[src/rtl/muldiv_pkg.sv]
// Shared constants, state encoding and op-signedness helpers
// for the iterative RV32M multiply/divide sequencer.
package muldiv_pkg;

    localparam int XLEN_DEFAULT = 32;

    localparam logic [2:0] F3_MUL    = 3'b000;
    localparam logic [2:0] F3_MULH   = 3'b001;
    localparam logic [2:0] F3_MULHSU = 3'b010;
    localparam logic [2:0] F3_MULHU  = 3'b011;
    localparam logic [2:0] F3_DIV    = 3'b100;
    localparam logic [2:0] F3_DIVU   = 3'b101;
    localparam logic [2:0] F3_REM    = 3'b110;
    localparam logic [2:0] F3_REMU   = 3'b111;

    typedef enum logic [1:0] {
        S_IDLE,
        S_CALC,
        S_FIX,
        S_DONE
    } state_t;

    // rs1 is signed for MUL/MULH/MULHSU/DIV/REM
    function automatic logic op_signed_a(input logic [2:0] f);
        return f[2] ? !f[0] : (f != F3_MULHU);
    endfunction

    // rs2 is signed for MUL/MULH/DIV/REM
    function automatic logic op_signed_b(input logic [2:0] f);
        return f[2] ? !f[0] : !f[1];
    endfunction

endpackage

[src/rtl/muldiv_if.sv]
// Request/response bundle between the execute stage
// and the multiply/divide sequencer.
interface muldiv_if
    import muldiv_pkg::*;
#(
    parameter int XLEN = XLEN_DEFAULT
);
    logic            start;
    logic            flush;
    logic [2:0]      funct3;
    logic [XLEN-1:0] A;
    logic [XLEN-1:0] B;
    logic            busy;
    logic            done;
    logic [XLEN-1:0] result;

    modport master (
        output start, flush, funct3, A, B,
        input  busy, done, result
    );

    modport slave (
        input  start, flush, funct3, A, B,
        output busy, done, result
    );
endinterface

[src/rtl/muldiv_step.sv]
// One radix-2 iteration: shift-add for multiply,
// shift/trial-subtract for divide, on a shared 2*XLEN register.
module muldiv_step #(
    parameter int XLEN = 32
) (
    input  logic              is_div,
    input  logic [2*XLEN-1:0] acc,
    input  logic [XLEN-1:0]   opnd,
    output logic [2*XLEN-1:0] acc_next
);
    logic [XLEN:0] sum;
    logic [XLEN:0] part;
    logic [XLEN:0] diff;

    always_comb begin
        sum  = {1'b0, acc[2*XLEN-1:XLEN]}
             + (acc[0] ? {1'b0, opnd} : '0);
        // remainder in upper half, next dividend bit shifted in
        part = {acc[2*XLEN-1:XLEN], acc[XLEN-1]};
        diff = part - {1'b0, opnd};
        acc_next = '0;
        if (is_div) begin
            if (!diff[XLEN])
                acc_next = {diff[XLEN-1:0], acc[XLEN-2:0], 1'b1};
            else
                acc_next = {part[XLEN-1:0], acc[XLEN-2:0], 1'b0};
        end else begin
            acc_next = {sum, acc[XLEN-1:1]};
        end
    end
endmodule

[src/rtl/muldiv_seq.sv]
// Iterative RV32M multiply/divide unit beside the execute ALU;
// holds busy while the XLEN-step loop runs.
module muldiv_seq
    import muldiv_pkg::*;
#(
    parameter int XLEN = XLEN_DEFAULT
) (
    input  logic    clk,
    input  logic    reset,
    muldiv_if.slave io
);
    localparam int CNT_W = $clog2(XLEN) + 1;

    state_t            state;
    state_t            state_d;
    logic [CNT_W-1:0]  cnt;
    logic [2:0]        op;
    logic              sa;
    logic              sb;
    logic              dz;
    logic              ovf;
    logic [2*XLEN-1:0] acc;
    logic [2*XLEN-1:0] acc_next;
    logic [XLEN-1:0]   opnd;
    logic [XLEN-1:0]   result_q;

    logic              accept;
    logic              sa_in;
    logic              sb_in;
    logic              dz_in;
    logic              ovf_in;
    logic [XLEN-1:0]   a_mag;
    logic [XLEN-1:0]   b_mag;
    logic [2*XLEN-1:0] prod;
    logic [XLEN-1:0]   quot;
    logic [XLEN-1:0]   rem;
    logic [XLEN-1:0]   a_back;
    logic [XLEN-1:0]   fix_val;

    muldiv_step #(.XLEN(XLEN)) u_step (
        .is_div   (op[2]),
        .acc      (acc),
        .opnd     (opnd),
        .acc_next (acc_next)
    );

    always_comb begin
        accept = (state == S_IDLE) && io.start && !io.flush;
        sa_in  = op_signed_a(io.funct3) && io.A[XLEN-1];
        sb_in  = op_signed_b(io.funct3) && io.B[XLEN-1];
        a_mag  = sa_in ? -io.A : io.A;
        b_mag  = sb_in ? -io.B : io.B;
        dz_in  = io.funct3[2] && (io.B == '0);
        ovf_in = io.funct3[2] && !io.funct3[0]
              && (io.A == {1'b1, {(XLEN-1){1'b0}}})
              && (&io.B);
    end

    always_comb begin
        state_d = state;
        unique case (state)
            S_IDLE:
                if (accept)
                    state_d = (dz_in || ovf_in) ? S_FIX : S_CALC;
            S_CALC:
                if (io.flush)
                    state_d = S_IDLE;
                else if (cnt == CNT_W'(XLEN-1))
                    state_d = S_FIX;
            S_FIX:
                state_d = io.flush ? S_IDLE : S_DONE;
            S_DONE:
                state_d = S_IDLE;
            default:
                state_d = S_IDLE;
        endcase
    end

    // sign correction and output selection
    always_comb begin
        prod   = (sa ^ sb) ? -acc : acc;
        quot   = (sa ^ sb) ? -acc[XLEN-1:0] : acc[XLEN-1:0];
        rem    = sa ? -acc[2*XLEN-1:XLEN] : acc[2*XLEN-1:XLEN];
        a_back = sa ? -acc[XLEN-1:0] : acc[XLEN-1:0];
        fix_val = '0;
        if (dz)
            fix_val = op[1] ? a_back : '1;
        else if (ovf)
            fix_val = op[1] ? '0 : {1'b1, {(XLEN-1){1'b0}}};
        else if (!op[2])
            fix_val = (op[1:0] == 2'b00) ? prod[XLEN-1:0]
                                         : prod[2*XLEN-1:XLEN];
        else
            fix_val = op[1] ? rem : quot;
    end

    always_ff @(posedge clk) begin
        if (reset) begin
            state    <= S_IDLE;
            cnt      <= '0;
            op       <= '0;
            sa       <= 1'b0;
            sb       <= 1'b0;
            dz       <= 1'b0;
            ovf      <= 1'b0;
            acc      <= '0;
            opnd     <= '0;
            result_q <= '0;
        end else begin
            state <= state_d;
            if (accept) begin
                op   <= io.funct3;
                sa   <= sa_in;
                sb   <= sb_in;
                dz   <= dz_in;
                ovf  <= ovf_in;
                acc  <= {{XLEN{1'b0}}, a_mag};
                opnd <= b_mag;
                cnt  <= '0;
            end else if (state == S_CALC) begin
                acc <= acc_next;
                cnt <= cnt + 1'b1;
            end
            if (state == S_FIX && !io.flush)
                result_q <= fix_val;
        end
    end

    assign io.busy   = (state != S_IDLE);
    assign io.done   = (state == S_DONE);
    assign io.result = result_q;

endmodule

[src/flat_wrapper.sv]
// flat-port wrapper written by rule: the top's interface ports become plain ports
module muldiv_seq_flat import muldiv_pkg::*;
#(
    parameter int XLEN = XLEN_DEFAULT
)
  (clk, reset, io_start, io_flush, io_funct3, io_A, io_B, io_busy, io_done, io_result);
  muldiv_if #(.XLEN(XLEN)) io_i ();
  input  logic clk;
  input  logic reset;
  input wire logic [$bits(io_i.start)-1:0] io_start;
  input wire logic [$bits(io_i.flush)-1:0] io_flush;
  input wire logic [$bits(io_i.funct3)-1:0] io_funct3;
  input wire logic [$bits(io_i.A)-1:0] io_A;
  input wire logic [$bits(io_i.B)-1:0] io_B;
  output wire logic [$bits(io_i.busy)-1:0] io_busy;
  output wire logic [$bits(io_i.done)-1:0] io_done;
  output wire logic [$bits(io_i.result)-1:0] io_result;
  assign io_i.start = io_start;
  assign io_i.flush = io_flush;
  assign io_i.funct3 = io_funct3;
  assign io_i.A = io_A;
  assign io_i.B = io_B;
  assign io_busy = io_i.busy;
  assign io_done = io_i.done;
  assign io_result = io_i.result;
  muldiv_seq #(.XLEN(XLEN)) u_core (.clk(clk), .reset(reset), .io(io_i));
endmodule
[config.mk]
export PLATFORM = sky130hd
export DESIGN_NAME = muldiv_seq_flat
export DESIGN_NICKNAME = d
export VERILOG_FILES = /design/src/rtl/muldiv_pkg.sv /design/src/rtl/muldiv_if.sv /design/src/rtl/muldiv_step.sv /design/src/rtl/muldiv_seq.sv /design/src/flat_wrapper.sv
export SDC_FILE = /design/constraint.sdc
export NUM_CORES = 1
export LEC_CHECK = 0
export CAP_MARGIN = 30
export CORE_UTILIZATION = 55
export CTS_CLUSTER_DIAMETER = 50
export DETAILED_ROUTE_END_ITERATION = 7
export PLACE_DENSITY = 0.78
export SLEW_MARGIN = 40
export SYNTH_ARGS = -nofsm -noshare
export SYNTH_HDL_FRONTEND = slang
export SYNTH_HIERARCHICAL = 1
export SYNTH_SLANG_ARGS = --single-unit
[constraint.sdc]
create_clock -name clk -period 3.2 [get_ports clk]
set_input_delay 0.64 -clock clk [delete_from_list [all_inputs] [get_ports clk]]
set_output_delay 0.64 -clock clk [all_outputs]
set_load 0.02 [all_outputs]
# Word level (Yosys, flattened, before mapping)
# Index checks and enable logic that the tools add are counted.
[totals] register_bits=143 input_bits=71 wordCells=75
[op_classes] addsub=8 eq_ne=8 n_mux=26 bitwise_logic=1 n_reduce_logical=21
[ops] cell="two-way mux 32 bit" count=15
[ops] cell="two-way mux 64 bit" count=3
[ops] cell="negation 32 bit" count=4
[ops] cell="negation 64 bit" count=1
[ops] cell="adder 32 x 32 -> 33 bit" count=1
[ops] cell="subtractor 33 x 32 -> 33 bit" count=1
[ops] cell="== test 32 bit (second input constant)" count=1
[ops] cell="logical NOT 32 bit" count=1
[ops] cell="AND reduction 32 bit" count=1
[ops] cell="two-way mux 2 bit" count=5
[ops] cell="logical AND 1 bit" count=9
[ops] cell="one-hot mux 2 bit (4 select lines)" count=1
[ops] cell="adder 6 x 1 -> 6 bit (second input constant)" count=1
[ops] cell="== test 6 x 5 -> 1 bit (second input constant)" count=1
[ops] cell="inequality test 3 x 2 -> 1 bit (second input constant)" count=2
[ops] cell="== test 2 bit (second input constant)" count=2
[ops] cell="logical NOT 2 bit" count=2
[ops] cell="nonzero test 2 bit" count=2
[ops] cell="logical NOT 1 bit" count=3
[ops] cell="== test 2 x 1 -> 1 bit (second input constant)" count=1
[ops] cell="two-way mux 1 bit" count=2
[ops] cell="inequality test 2 x 1 -> 1 bit (second input constant)" count=1
[ops] cell="AND reduction 2 bit" count=1
[ops] cell="OR reduction 2 bit" count=1
[ops] cell="other kinds (2)" count=2

# Logic depth before layout (Yosys ltp)
# Gate-level depths: netlist of run 1.
[logic_depth] depth_word=8 mapped_depth=15 depth_no_buf=14

# By module
# Netlist of run 1, hierarchy kept.
[modules_own_cells] module="muldiv_seq" instances=1 cells_each=1457 area_per_inst_um2=10601.4 seq_area_each_um2=2862.7
[modules_own_cells] module="muldiv_step" instances=1 cells_each=663 area_per_inst_um2=4590.7 seq_area_each_um2=0.0

# Least setup slack after synthesis of run 1
# OpenSTA, ideal clock, no wires.
[synth_path] kind="register to register" from="register u_core.acc[0]" to="register u_core.acc[60]" t_arrival_ps=2981 slack_ps=149 stages_incl_launch_ff=15 path_buffers=1 cell_sequence="dfxtp_1 > clkbuf_1 > and2_1 > ha_1 > a211oi_1 > o211ai_1 > a21oi_2 > a21oi_1 > a2111oi_4 > nor3_1 > a211oi_1 > xor2_1 > a22oi_1 > nand2_1 > a21oi_1"
[synth_via] elab_chain_cells=3
[synth_lines] element="from (decl)" line="muldiv_seq.sv:22" text="logic [2*XLEN-1:0] acc;"
[synth_lines] element="from (signal assigned)" line="muldiv_seq.sv:117" text="acc <= {{XLEN{1'b0}}, a_mag};"
[synth_lines] element="from (signal assigned)" line="muldiv_seq.sv:121" text="acc <= acc_next;"
[synth_lines] element="two-way mux 32 bit" line="muldiv_step.sv:17" text="+ (acc[0] ? {1'b0, opnd} : '0);"
[synth_lines] element="adder 32 x 32 -> 33 bit" line="muldiv_step.sv:17"
[synth_lines] element="two-way mux 64 bit" line="muldiv_step.sv:22" text="if (is_div) begin"
[synth_lines] element="via u_core.acc_next[60]" line="muldiv_seq.sv:23" text="logic [2*XLEN-1:0] acc_next;"
# The timed path passes the listed nets, and every way through them passes these cells.
# A chain may end at the register's enable or synchronous reset.

# Worst setup path after layout of run 1
[layout_path] from="register u_core.acc[58]" to="register u_core.result_q[29] (netlist: u_core/io.result[29])"
[layout_via] elab_chain_cells=6 word_cells_on_any_way=9
[layout_lines] element="negation 64 bit / negation 32 bit (equally long branches)" line="muldiv_seq.sv:81, muldiv_seq.sv:83"
[layout_lines] element="two-way mux 64 bit / two-way mux 32 bit (equally long branches)" line="muldiv_seq.sv:81, muldiv_seq.sv:83"
[layout_lines] element="two-way mux 32 bit, on equally long branches" line="muldiv_seq.sv:91, muldiv_seq.sv:94"
[layout_lines] element="two-way mux 32 bit *" line="muldiv_seq.sv:90" text="else if (!op[2])"
[layout_lines] element="two-way mux 32 bit *" line="muldiv_seq.sv:88" text="else if (ovf)"
[layout_lines] element="two-way mux 32 bit *" line="muldiv_seq.sv:86" text="if (dz)"
[layout_lines] element="to (signal assigned)" line="muldiv_seq.sv:125" text="result_q <= fix_val;"
[layout_lines] element="to (decl)" line="muldiv_seq.sv:25" text="logic [XLEN-1:0] result_q;"
# Every way passes the cells marked *; elsewhere a longest branch is shown, timed or not.

==> metrics.md, run 1 <==
| Metric | Value |
|---|---|
| Root buffer cell | `clkbuf_16` |
| Clk pwr share | `30.6%` |
| Chip height | `168 µm` |
| Synth top area share | `18.8%` |
| Pre-CTS setup slack | `-0.236 ns` |
| Vias per std cell | `6.65` |
| Vias in the first global route | `16298` |
| Final Skew | `0.0137 ns` |
| Fmax | `318 MHz` |
| Routing usage on met1 | `55.9%` |
| Area growth syn-to-layout | `24.7%` |
| Sequential Power Share | `29.2%` |
| Die X | `168 µm` |
| Met2 Use GR | `62.7%` |
| Synthesized flop and latch total | `143` |
| Net Sw Power | `2760 µW` |
| Floorplan row count | `60` |
| Total global routing overflow | `0` |
| Switching Share | `39.6%` |
| Final hold violation count | `0` |
| Most common cell in the netlist | `nand2_1` |
| Slew headroom | `39.4%` |
| DP HPWL | `45.0 mm` |
| Core outline area | `27000 µm²` |
| Initial antenna violation count | `0` |
| Grt met3 use | `11.3%` |
| Starting Density | `56.2%` |
| Top FF cell, synth | `dfxtp_1` |
| Net count, final | `2484` |
| CP Capture Type | `register` |
| Clk_lat worst skew | `0.45 ns` |
| TritonRoute pass-1 iters | `8` |
| Worst slew pin tran | `0.902 ns` |
| Register area share after synthesis | `18.8%` |
| Worst Path Required | `3.55 ns` |
| Final instance area | `18900 µm²` |
| Comb pwr share | `40.2%` |
| Clock Tree Buf Depth | `2` |
| Mapped Area | `15200 µm²` |
| Yosys warnings | `6` |
| Commonest cells post-synth | `nand2_1, nor2_1, a21oi_1` |
| Setup repair after global routing missed its margin | `true` |
| WL per Instance | `22.3 µm` |
| Top Usage Layer GRT | `met2` |
| Max-cap violation count | `0` |
| Crit path arrival time | `3.50 ns` |
| Placed Area | `17900 µm²` |
| Reg clk slew, reported paths | `0.07 ns` |
| Number of distinct library cells after synthesis | `97` |
| Layout cell share with drive strength beyond 1 | `18.2%` |
| Remaining DRCs | `0` |
| Mapped Avg Cell Area | `7.17 µm²` |
| Placer Congestion | `1.07` |
| Leakage | `0.00742 µW` |
| Synth Net Count | `2263` |
| Routed Antenna Nets | `0` |
| Post-synth EDFFs | `0` |
| Final setup fails | `0` |
| CTS buffer count | `17` |
| Fillers | `2315` |
| Post-synth ARST share | `0%` |
| Gr usage total | `41.6%` |
| Final slew viol count | `0` |
| Final period utilization | `98.3%` |
| WL final | `60.1 mm` |
| Crit path max fanout | `9` |
| PD cells | `367 nW/µm²` |
| Hold_buf cts | `0` |
| Type of the worst setup path | `register to register` |
| Post-synth top area cell | `dfxtp_1` |
| Critical Path Start Type | `register` |
| Worst IR Drop VDD | `0.321 mV` |
| CTS tree | `built` |
| Status | `finished clean` |
| First-pass GRT wire length | `92.1 mm` |
| Vias after detailed routing | `17919` |
| H-Tree Depth | `4` |
| Hold WC Path Type | `register to register` |
| Die area | `28300 µm²` |
| Pint | `4200 µW` |
| Top post-synthesis cells by area | `dfxtp_1, xor2_1, nand2_1, a21oi_1, ha_1` |
| Final setup margin | `0.0549 ns` |
| Mapped Cells | `2120` |
| Minimum clock period | `3.15 ns` |
| Total clock sinks | `143` |
| Largest net degree at the start of global routing | `74` |
| Setup_tns | `0 ns` |
| # diodes | `0` |
| Top-Level Pins | `105` |
| Detailed Route Iter0 Violations | `2495` |
| R2r setup slk | `0.05 ns` |
| Port bufs | `104` |
cells in the final DEF, fill, tap and decap left out, types with 15 or more instances in the layout:
cell type / n
clkdlybuf4s50_1: 103
o211ai_1: 19
nand4_1: 29
o31ai_1: 33
a311oi_1: 35
and2_1: 41
nor3_1: 44
xnor2_1: 81
o21ai_0: 111
o41ai_1: 20
buf_4: 243
nand3_1: 47
nand2_1: 281
or3_1: 21
a211oi_1: 44
or4_1: 21
a221oi_1: 17
nor2_1: 183
ha_1: 64
mux2i_1: 23
a21oi_1: 167
dfxtp_1: 126
inv_1: 64
xor2_1: 121
dfxtp_2: 15
clkbuf_16: 18
nor4_1: 25
o21a_1: 16
a21o_1: 26
a31oi_1: 40
mux2_2: 32
path summary, 6_finish.rpt:
| kind | from | to | cells past startpoint |
|---|---|---|---|
| max | u_core/acc[58] | u_core/io.result[29] | 7 |
| min | u_core/cnt[1] | u_core/cnt[1] | 2 |
| max reg2reg | u_core/acc[58] | u_core/io.result[29] | 7 |
| min reg2reg | u_core/cnt[1] | u_core/cnt[1] | 2 |
power groups by stage:
stage                     Combinational, µW  Clock, µW  Sequential [µW]
after CTS                              2620       2150             2020
after detailed placement               2610          0             2060
after global routing                   2970       2230             2040
after global placement                 2570          0             2050
final                                  2790       2130             2030
after floorplan                        1600          0             2030
metal layers:
| layer | wire [µm] | part of all wire, % |
|---|---|---|
| met1 | 24500 | 41 |
| met4 | 2440 | 4.1 |
| met2 | 25500 | 42 |
| met5 | 0 | 0 |
| met3 | 7660 | 13 |
timing repair:
item                                    in CTS  in global routing
pin swaps                                    1                 14
gates resized for setup                      4                 71
gates cloned                                 0                  1
endpoints found under the setup margin      27                 34
setup buffers                                0                  6
critical path: stages (launching register included):
cell and delay (ns):
dfxtp_1 0.46, or4_1 0.62, or4b_1 0.58, o41ai_1 0.58, xor2_1 0.12, a21oi_1 0.17, o211ai_1 0.23, a211oi_1 0.28
cell type report:
type | count | area, µm² | share of cell area, %
clock buffers | 17 | 425 | 2.25
clock inverters | 15 | 179 | 0.944
inverters | 65 | 244 | 1.29
multi-input cells | 1756 | 11700 | 61.8
flip-flops and latches | 143 | 2890 | 15.2
well taps | 341 | 427 | 2.25
repair buffers | 358 | 3080 | 16.2
state kept, by name (all words and copies together), names as in the netlist:
name and cells:
u_core/dz 1, u_core/acc 64, u_core/sb 1, u_core/io.result 32, u_core/sa 1, u_core/opnd 32, u_core/op 3, u_core/cnt 6
u_core/ovf 1, u_core/state 2
kinds of logic (layout without fill, tap and decap cells):
family          count (synthesis)  in the layout  synth area share (%)
buf+inv                       221            455                  6.14
flops                         143            143                  18.8
fa+ha+maj                      72             72                  6.03
compound gates                648            648                  28.2
simple gates                  774            774                  24.8
xor+xnor                      206            206                  12.0
mux                            56             56                  3.95
stage by stage:
step	std cells	hold slack [ns]	util [%]	power (µW)
floorplan	2120	0.440	-	3620
global placement	2656	0.463	66.4	4630
detailed placement	2656	0.472	66.4	4660
CTS	2688	0.481	68.7	6790
global route	2695	0.520	70.1	7230
finish	2695	0.480	70.1	6950
Power figures use the tool's default switching activity.
==> run 2: changes to the inputs <==
CTS_BUF_LIST = sky130_fd_sc_hd__clkbuf_4 sky130_fd_sc_hd__clkbuf_8 sky130_fd_sc_hd__clkbuf_16   (was default)
==> results of run 2 <==
No change in the layout: final DEF, timing and power equal those of run 1.
